--- src/rtl/tmds_channel_decoder.sv ---
// TMDS channel decoder: turns one deserialised 10-bit TMDS word per pixel
// clock back into DE, C0/C1 and an 8-bit pixel. It also runs the word
// alignment loop: search for a run of control tokens, ask the deserialiser
// for a bitslip when none shows up, and watch the lock once it is found.
module tmds_channel_decoder #(
    parameter int TOKEN_RUN     = 16,
    parameter int SEARCH_LIMIT  = 4096,
    parameter int SETTLE_CYCLES = 16
) (
    input  logic       clk,
    input  logic       rst,
    input  logic [9:0] i_tmds,
    output logic       o_bitslip,
    output logic       o_aligned,
    output logic       o_de,
    output logic       o_c0,
    output logic       o_c1,
    output logic [7:0] o_data
);

    // Shared cycle counter covers both the search/watchdog window and the
    // settle wait, so SETTLE_CYCLES must not exceed SEARCH_LIMIT.
    localparam int CW = (SEARCH_LIMIT > 1) ? $clog2(SEARCH_LIMIT) : 1;
    // The run counter has to hold TOKEN_RUN itself, since it saturates there.
    localparam int RW = $clog2(TOKEN_RUN + 1);

    localparam logic [CW-1:0] CYC_MAX    = CW'(SEARCH_LIMIT - 1);
    localparam logic [CW-1:0] SETTLE_MAX = CW'(SETTLE_CYCLES - 1);
    localparam logic [RW-1:0] RUN_MAX    = RW'(TOKEN_RUN);

    typedef enum logic [1:0] {
        SEARCH = 2'd0,
        SETTLE = 2'd1,
        LOCKED = 2'd2
    } state_t;

    // One decoded pixel-clock output word.
    typedef struct packed {
        logic       de;
        logic       c1;
        logic       c0;
        logic [7:0] data;
    } pix_t;

    state_t        state_q, state_nxt;
    logic [CW-1:0] cyc_q, cyc_nxt;
    logic [RW-1:0] run_q, run_nxt, run_adv;
    logic          run_hit;
    logic          bitslip_q, bitslip_nxt;
    logic          is_tok;
    logic [1:0]    tok_c;
    logic [7:0]    d_unmask;
    logic [7:0]    dec_byte;
    pix_t          pix_q, pix_nxt;

    // Recognise the four control tokens and recover C1:C0 from them.
    always_comb begin
        is_tok = 1'b1;
        tok_c  = 2'b00;
        case (i_tmds)
            10'h354: tok_c = 2'b00;
            10'h0AB: tok_c = 2'b01;
            10'h154: tok_c = 2'b10;
            10'h2AB: tok_c = 2'b11;
            default: is_tok = 1'b0;
        endcase
    end

    // Undo the transition-minimising encode. Bit 9 flags an inverted
    // payload. Bit 8 picks XOR (1) or XNOR (0) between neighbouring bits;
    // XNOR is XOR plus an inversion of bits 7..1, bit 0 is passed through.
    always_comb begin
        d_unmask = i_tmds[9] ? ~i_tmds[7:0] : i_tmds[7:0];
        dec_byte = d_unmask ^ {d_unmask[6:0], 1'b0} ^ {{7{~i_tmds[8]}}, 1'b0};
    end

    // Token run length for this word: saturating count, cleared by data.
    // A hit is the single edge on which the run first reaches TOKEN_RUN.
    always_comb begin
        if (!is_tok)
            run_adv = '0;
        else if (run_q == RUN_MAX)
            run_adv = RUN_MAX;
        else
            run_adv = run_q + RW'(1);
        run_hit = (run_adv == RUN_MAX) && (run_q != RUN_MAX);
    end

    // Alignment FSM: next state, counters and the bitslip request.
    always_comb begin
        state_nxt   = state_q;
        cyc_nxt     = cyc_q;
        run_nxt     = run_q;
        bitslip_nxt = 1'b0;
        case (state_q)
            SEARCH: begin
                run_nxt = run_adv;
                if (run_hit) begin
                    // A hit on the final search cycle still wins over bitslip.
                    state_nxt = LOCKED;
                    cyc_nxt   = '0;
                end else if (cyc_q == CYC_MAX) begin
                    bitslip_nxt = 1'b1;
                    state_nxt   = SETTLE;
                    cyc_nxt     = '0;
                    run_nxt     = '0;
                end else begin
                    cyc_nxt = cyc_q + CW'(1);
                end
            end
            SETTLE: begin
                // Words are meaningless while the deserialiser shifts phase.
                run_nxt = '0;
                if (cyc_q == SETTLE_MAX) begin
                    state_nxt = SEARCH;
                    cyc_nxt   = '0;
                end else begin
                    cyc_nxt = cyc_q + CW'(1);
                end
            end
            LOCKED: begin
                run_nxt = run_adv;
                if (run_hit) begin
                    cyc_nxt = '0;
                end else if (cyc_q == CYC_MAX) begin
                    // Lock lost: search again from the current phase first.
                    state_nxt = SEARCH;
                    cyc_nxt   = '0;
                    run_nxt   = '0;
                end else begin
                    cyc_nxt = cyc_q + CW'(1);
                end
            end
            default: begin
                state_nxt = SEARCH;
                cyc_nxt   = '0;
                run_nxt   = '0;
            end
        endcase
    end

    // Output word, gated by the state this edge moves into. C1:C0 hold
    // their last token value across data periods; LOCKED is only ever
    // entered on a token, so the held value is always a real one.
    always_comb begin
        pix_nxt = '0;
        if (state_nxt == LOCKED) begin
            if (is_tok) begin
                pix_nxt.c1 = tok_c[1];
                pix_nxt.c0 = tok_c[0];
            end else begin
                pix_nxt.de   = 1'b1;
                pix_nxt.c1   = pix_q.c1;
                pix_nxt.c0   = pix_q.c0;
                pix_nxt.data = dec_byte;
            end
        end
    end

    // State, counters and registered outputs; reset aborts everything.
    always_ff @(posedge clk) begin
        if (rst) begin
            state_q   <= SEARCH;
            cyc_q     <= '0;
            run_q     <= '0;
            bitslip_q <= 1'b0;
            pix_q     <= '0;
        end else begin
            state_q   <= state_nxt;
            cyc_q     <= cyc_nxt;
            run_q     <= run_nxt;
            bitslip_q <= bitslip_nxt;
            pix_q     <= pix_nxt;
        end
    end

    assign o_bitslip = bitslip_q;
    assign o_aligned = (state_q == LOCKED);
    assign o_de      = pix_q.de;
    assign o_c1      = pix_q.c1;
    assign o_c0      = pix_q.c0;
    assign o_data    = pix_q.data;

    // A bitslip is always followed by SETTLE, so it can never repeat back to back.
    a_bitslip_pulse: assert property (@(posedge clk) disable iff (rst)
        o_bitslip |=> !o_bitslip);

endmodule

--- config.mk ---
export PLATFORM = sky130hd
export DESIGN_NAME = tmds_channel_decoder
export DESIGN_NICKNAME = d
export VERILOG_FILES = /design/src/rtl/tmds_channel_decoder.sv
export SDC_FILE = /design/constraint.sdc
export NUM_CORES = 1
export LEC_CHECK = 0
export CORE_ASPECT_RATIO = 0.7
export CORE_UTILIZATION = 40
export DETAILED_ROUTE_END_ITERATION = 7
export GPL_TIMING_DRIVEN = 0
export PLACE_DENSITY = 0.66
export RECOVER_POWER = 50
export SLEW_MARGIN = 5
export SYNTH_ARGS = -nofsm -noshare
export SYNTH_HDL_FRONTEND = slang
export SYNTH_SLANG_ARGS = --single-unit
--- constraint.sdc ---
create_clock -name clk -period 3.8 [get_ports clk]
set_input_delay 0.57 -clock clk [delete_from_list [all_inputs] [get_ports clk]]
set_output_delay 0.57 -clock clk [all_outputs]
set_load 0.01 [all_outputs]
==> parameters.txt, run 1 <==
Parameter                              Value

STA
  Hold_ws    0.4330 ns
  Final Critical Period    2.760 ns
  Final hold vios    0
  Unrepaired setup endpoints after global routing    no
  Final setup vio count    0
  Summed negative setup slack over all endpoints    0 ns
  Actual slew at the worst max-slew pin    0.7408 ns
  Worst Setup Slack, final    1.040 ns
  Setup Skew    0.006151 ns
  Highest attainable clock frequency    362.3 MHz
  Period utilization    72.64%
  Normalized max-slew margin    50.16%
  Final number of max-transition violations    0

Clocking
  Clock tree from TritonCTS    built
  Longest Clk Path Bufs    2
  Post-cts gate resize count    0
  CTS clk-pin slew, worst paths    0.07 ns
  Clock root buffer master    clkbuf_8
  TritonCTS buffer count    5
  Clk sink count    31
  Count of buffers added by post-CTS timing repair for setup    0
  Depth of the CTS H-tree    2
  Number of buffers inserted by hold repair at cts    0
  Clock latency at the later pin of the worst-skew pair    0.28 ns

Power and ir drop
  Combinational share of power    7.2%
  Net Sw Frac    21.28%
  Leakage    0.7558 nW
  P_int    0.0005194 W
  Power consumption    0.0006598 W
  Maximum vdd ir drop    0.0001765 V
  Clock group share of total power    42.9%
  Part of the total power dissipated in sequential elements    49.9%
  P_sw    0.0001404 W
  Power density cells    347.2 nW/um^2

Placed design
  Weighted congestion reported at the end of routability-driven placement    0.8185
  Count of placed standard cells including taps    236
  Post-placement worst setup slack    0.8438 ns
  DP HPWL    2.248 mm
  Port Buffer Count    23

Floorplanning
  Die Y-Extent    53.37 um
  Core area    3558 um^2
  Floorplan die area    4023 um^2
  Initial core utilization    42.37%
  Die outline width    75.38 um
  Top-level port count    25
  Count of standard-cell rows    18

Run status
  Status    complete, no violations

GRT
  Total routing resource utilization after global routing    17.77%
  Maximum number of pins on one net before global-route repair    11
  First-pass GRT wire length    5.112 mm
  Number of global-route vias before repair    1129
  Antenna violations before repair    0
  Gr ovfl total    0

Worst setup path
  Worst setup path class    in -> reg
  Reg-to-reg slack, setup    1.61 ns
  Crit path required time    3.95 ns
  Largest fanout on the critical path    6
  CP startpoint kind    input port
  Arrival time reported for the critical path endpoint    2.91 ns
  Kind of end point of the critical path    flop
  Startpoint of the most critical setup path    i_tmds[5]
  Start of the worst register-to-register path    run_q[0]

Synthesis
  Cell area after technology mapping    1508 um^2
  Post-Synthesis Mean Instance Area    9.250 um^2
  Post-synthesis cell count    163
  Synth unique cells    41
  Synthesized netlist net count    184
  Top cells by area, synth    dfxtp_1, xnor2_1, ha_1
  Compound-gate portion of the synthesized area    10.71%
  Simple-gate area share of the yosys netlist    22.82%
  EDFF count, synth    0
  Proportion of synthesized chip area in sequential cells    41.16%
  Fraction of registers with async set or reset after synthesis    0%
  Leading cell types by count after synthesis    dfxtp_1, xnor2_1, nor2_1
  Largest family of logic cells by synthesized area    simple AND/OR/NAND/NOR gates
  Post-synthesis cell type with the largest combined area    dfxtp_1
  Primary FF master, synth    dfxtp_1
  Portion of synthesized cell area occupied by the leading cell type    41.16%
  Library cell with the highest instance count after synthesis    dfxtp_1
  Proportion of synthesized area in mux cells    0.7469%
  Xor and xnor area share after synthesis    13.36%
  Adder and majority cell fraction of the synthesized area    7.469%
  Register bit count reported by yosys    31
  Count of yosys warnings during synthesis    0

Layout
  Number of cells in the finished layout apart from fillers    244
  Layout cells sized above 1    8.247%
  Layout-stage area growth over the synthesis result    26.06%
  Final antenna diode count    0
  Nets    214

Drt
  Routed wirelength normalized by instance count    12.41 um
  Number of search-and-repair iterations in the first detailed-routing pass    5
  Routed vias    1218
  Count of unresolved DRC violations after routing    0
  1st-iter DRT viols    75
  Post-Route WL    3.029 mm
  Vias per inst    4.992
  Post-DRT Antenna Nets    0

Hold path
  Class of the tightest hold or removal check    reg -> reg
  Hold path start    cyc_q[0]

Job
  Maxcap violations    0
==> critical path, stage by stage <==
cell	delay, ns
dlygate4sd3_1	0.58
inv_1	0.08
ha_1	0.13
and4b_1	0.20
nand3_1	0.20
a2111o_1	0.50
o311ai_0	0.54
nor2_1	0.11
==> final cells by class <==
class | instances | area (um^2)
multi-input cells | 119 | 830.8
plain buffers | 2 | 15.01
inverters | 11 | 41.29
clock buffers | 8 | 100.1
flip-flops and latches | 31 | 620.6
fillers | 355 | 1658
well taps | 50 | 62.56
repair buffers | 23 | 230.2
==> flip-flops by register name, summed over array words and instances, names as in the netlist <==
signal and flops:
cyc_q 12, run_q 5, o_bitslip 1, state_q 2, o_data 8, o_c1 1
o_de 1, o_c0 1
==> per-layer routing <==
layer	wire length, um	up-vias	track usage (%)	part of all wire (%)
met4	44	0	6.481	1.5
li1	-	626	-	-
met5	0	-	0	0
met3	135	8	8.000	4.5
met1	1544	560	23.33	51
met2	1304	24	25.30	43
==> worst paths after layout <==
check / endpoint / cells after the start
max: cyc_q[6] / 8
min: cyc_q[0] / 1
max reg2reg: cyc_q[6] / 7
min reg2reg: cyc_q[0] / 1
==> cell families (layout without fill, tap and decap cells) <==
logic type | count (synthesis) | after routing
AO/OA/AOI/OAI | 24 | 24
XOR/XNOR | 23 | 23
adder cells (fa/ha/maj) | 9 | 9
buffers and inverters | 13 | 44
flip-flops | 31 | 31
multiplexers | 1 | 1
AND/OR/NAND/NOR | 62 | 62
==> layout by cell type, fill, tap and decap left out, types with 2 or more instances in the layout <==
| master | netlist | routed |
|---|---|---|
| a21oi_1 | 9 | 9 |
| a22oi_1 | 2 | 2 |
| and3_1 | 5 | 5 |
| clkbuf_1 | 1 | 2 |
| clkbuf_8 | 0 | 7 |
| clkdlybuf4s50_1 | 0 | 9 |
| dfxtp_1 | 31 | 31 |
| dlygate4sd3_1 | 0 | 14 |
| ha_1 | 9 | 9 |
| inv_1 | 11 | 11 |
| nand2_1 | 7 | 7 |
| nand3_1 | 9 | 9 |
| nor2_1 | 17 | 17 |
| nor2b_1 | 2 | 2 |
| nor3_1 | 4 | 4 |
| nor3b_1 | 2 | 2 |
| nor4_1 | 3 | 3 |
| o211ai_1 | 2 | 2 |
| o21ai_0 | 3 | 3 |
| xnor2_1 | 20 | 20 |
| xor2_1 | 3 | 3 |
==> power by group through the flow <==
| stage | Combinational [W] | Clock (W) | Sequential (W) |
|---|---|---|---|
| finish | 0.0000475 | 0.000283 | 0.000330 |
| global route | 0.0000524 | 0.000309 | 0.000330 |
| global placement | 0.0000468 | 0 | 0.000337 |
| floorplan | 0.0000295 | 0 | 0.000336 |
| CTS | 0.0000482 | 0.000291 | 0.000330 |
| detailed placement | 0.0000477 | 0 | 0.000337 |
==> stage by stage <==
stage / utilization (%) / instance area [um^2]
6_report: 53.41 / 1901
5_1_grt: 53.41 / 1901
4_1_cts: 53.41 / 1901
3_5_place_dp: 50.60 / 1800
3_3_place_gp: 50.60 / 1800
2_1_floorplan: - / 1508
Note: power is estimated with default switching activity, not from simulation.
==> run 2, diff against run 1 <==
PLACE_DENSITY = 0.68   (was 0.66)
clock period = 2.37 ns   (was 3.8 ns; I/O delays follow)
==> parameters.txt, run 2 (synthesized netlist as in run 1, its figures left out) <==
Parameter                              Value

Floorplanning
  Floorplan die area    4023 um^2
  Core area    3558 um^2
  Top-level port count    25
  Count of standard-cell rows    18
  Die outline width    75.38 um
  Initial core utilization    42.37%
  Die Y-Extent    53.37 um

Drt
  Number of search-and-repair iterations in the first detailed-routing pass    4
  Post-Route WL    3.194 mm
  Count of unresolved DRC violations after routing    0
  Vias per inst    5.089
  1st-iter DRT viols    41
  Routed wirelength normalized by instance count    12.93 um
  Post-DRT Antenna Nets    0
  Routed vias    1257

Hold path
  Class of the tightest hold or removal check    in -> reg
  Hold path start    i_tmds[8]
  Hold-critical path endpoint    o_data[5]
  Hold Path Depth    3

Worst setup path
  Worst setup path class    in -> reg
  Largest stage delay on the critical path    0.47 ns
  Reg-to-reg slack, setup    0.24 ns
  Start of the worst register-to-register path    run_q[0]
  Arrival time reported for the critical path endpoint    2.49 ns
  CP startpoint kind    input port
  Worst-path cell chain    clkdlybuf4s50_1 -> inv_1 -> ha_1 -> and4b_1 -> nand3_2 -> a2111o_1 -> or4_4 -> a22oi_2
  Reg-to-Reg End    o_c0
  Cell at the slowest stage of the critical path    or4_4
  WP buf/inv    2
  Crit path required time    2.58 ns
  Reg2reg path depth    7
  Largest fanout on the critical path    5
  Kind of end point of the critical path    flop
  Worst path top cell family by delay    simple AND/OR/NAND/NOR gates

GRT
  First-pass GRT wire length    5.306 mm
  Routing layer with the top usage in global route    met2
  Number of global-route vias before repair    1204
  Total routing resource utilization after global routing    18.33%
  Met2 Track Usage GR    28.13%
  Gr ovfl total    0
  Antenna violations before repair    0
  Global routing met3 resource utilization    5.333%
  GR met1 Demand/Resource    22.85%
  Maximum number of pins on one net before global-route repair    11

Clocking
  Clock latency at the later pin of the worst-skew pair    0.29 ns
  Clock tree from TritonCTS    built
  Clk sink count    31
  Depth of the CTS H-tree    2
  TritonCTS buffer count    5
  CTS clk-pin slew, worst paths    0.07 ns
  Clock root buffer master    clkbuf_8
  Longest Clk Path Bufs    2

STA
  Worst Setup Slack, final    0.09385 ns
  Final hold vios    0
  Actual slew at the worst max-slew pin    0.7502 ns
  Normalized max-slew margin    49.52%
  Setup Skew    0.01137 ns
  Period utilization    96.04%
  Hold_ws    0.3559 ns
  Final setup vio count    0
  Highest attainable clock frequency    439.3 MHz
  Final number of max-transition violations    0
  Final Critical Period    2.276 ns

Layout
  Fill cell instance count of the final layout    347
  Largest register by flop count    cyc_q
  Final antenna diode count    0
  Most frequent cells in the layout    dfxtp_1, xnor2_1, nor2_1, dlygate4sd3_1, inv_1
  Number of cells in the finished layout apart from fillers    247
  Flip-flop count of the largest register, all copies and words added    12
  Nets    217
  Layout cells sized above 1    11.68%
  Layout-stage area growth over the synthesis result    30.71%
  Commonest non-fill, non-tap cell in the layout    dfxtp_1

Placed design
  Count of placed standard cells including taps    236
  Post-placement worst setup slack    -0.3701 ns
  DP HPWL    2.318 mm
  Port Buffer Count    23
  Weighted congestion reported at the end of routability-driven placement    0.7802

Run status
  Status    complete, no violations

Job
  Maxcap violations    0

Power and ir drop
  Leakage    0.8058 nW
  Power consumption    0.001147 W
  Maximum vdd ir drop    0.0002718 V
  Power density cells    582.1 nW/um^2
[run 2: stage by stage]
stage	util, %	cell area (um^2)	TNS, ns
finish	55.38	1971	0
global route	55.38	1971	-0.002499
CTS	54.25	1931	0
detailed placement	50.60	1800	-3.646
global placement	50.60	1800	-2.727
floorplan	-	1508	0
[run 2: final cells by class]
class                   instances  area, um^2  area share [%]
plain buffers                   2       15.01          0.7619
clock buffers                   6       82.58           4.190
clock inverters                 2       35.03           1.778
inverters                      11       41.29           2.095
multi-input cells             119       853.3           43.30
flip-flops and latches         31       620.6           31.49
well taps                      50       62.56           3.175
repair buffers                 26       260.3           13.21
[run 2: layer usage]
metal / up-vias / wire length [um]
met3: 5 / 127
met5: - / 0
met2: 25 / 1401
met4: 0 / 49
met1: 592 / 1615
li1: 635 / -
[run 2: how the worst max path moves through the flow]
| stage | startpoint | endpoint | slack, ns | cells after the start |
|---|---|---|---|---|
| floorplan | i_tmds[8] | o_c0 | 0.36 | 6 |
| global placement | i_tmds[4] | cyc_q[6] | -0.31 | 7 |
| detailed placement | i_tmds[4] | cyc_q[8] | -0.37 | 7 |
| CTS | i_tmds[4] | o_c0 | 0.008 | 7 |
| global route | i_tmds[5] | o_c0 | -0.002 | 8 |
| finish | i_tmds[5] | o_c0 | 0.09 | 8 |
[run 2: power breakdown]
group / total [W] / internal (W) / leakage, nW / switching (W)
clock network: 0.000540 / 0.000340 / 0.0612 / 0.000200
logic: 0.0000789 / 0.0000436 / 0.494 / 0.0000354
registers: 0.000529 / 0.000525 / 0.250 / 0.00000323
total: 0.00115 / 0.000909 / 0.806 / 0.000238
[run 2: worst reg2reg max path: cells and delay by family, from the launching register on]
kind	cells	cell delay, ns
flops	1	0.41
simple gates	2	0.58
compound gates	3	0.77
buf+inv	1	0.09
fa+ha+maj	1	0.21
[run 2: what timing repair did]
action | in CTS | in global routing
setup buffers | 1 | 2
resized for setup | 2 | 6
endpoints found under the setup margin | 5 | 5
hold buffers | 0 | 0
pin swaps | 1 | 2
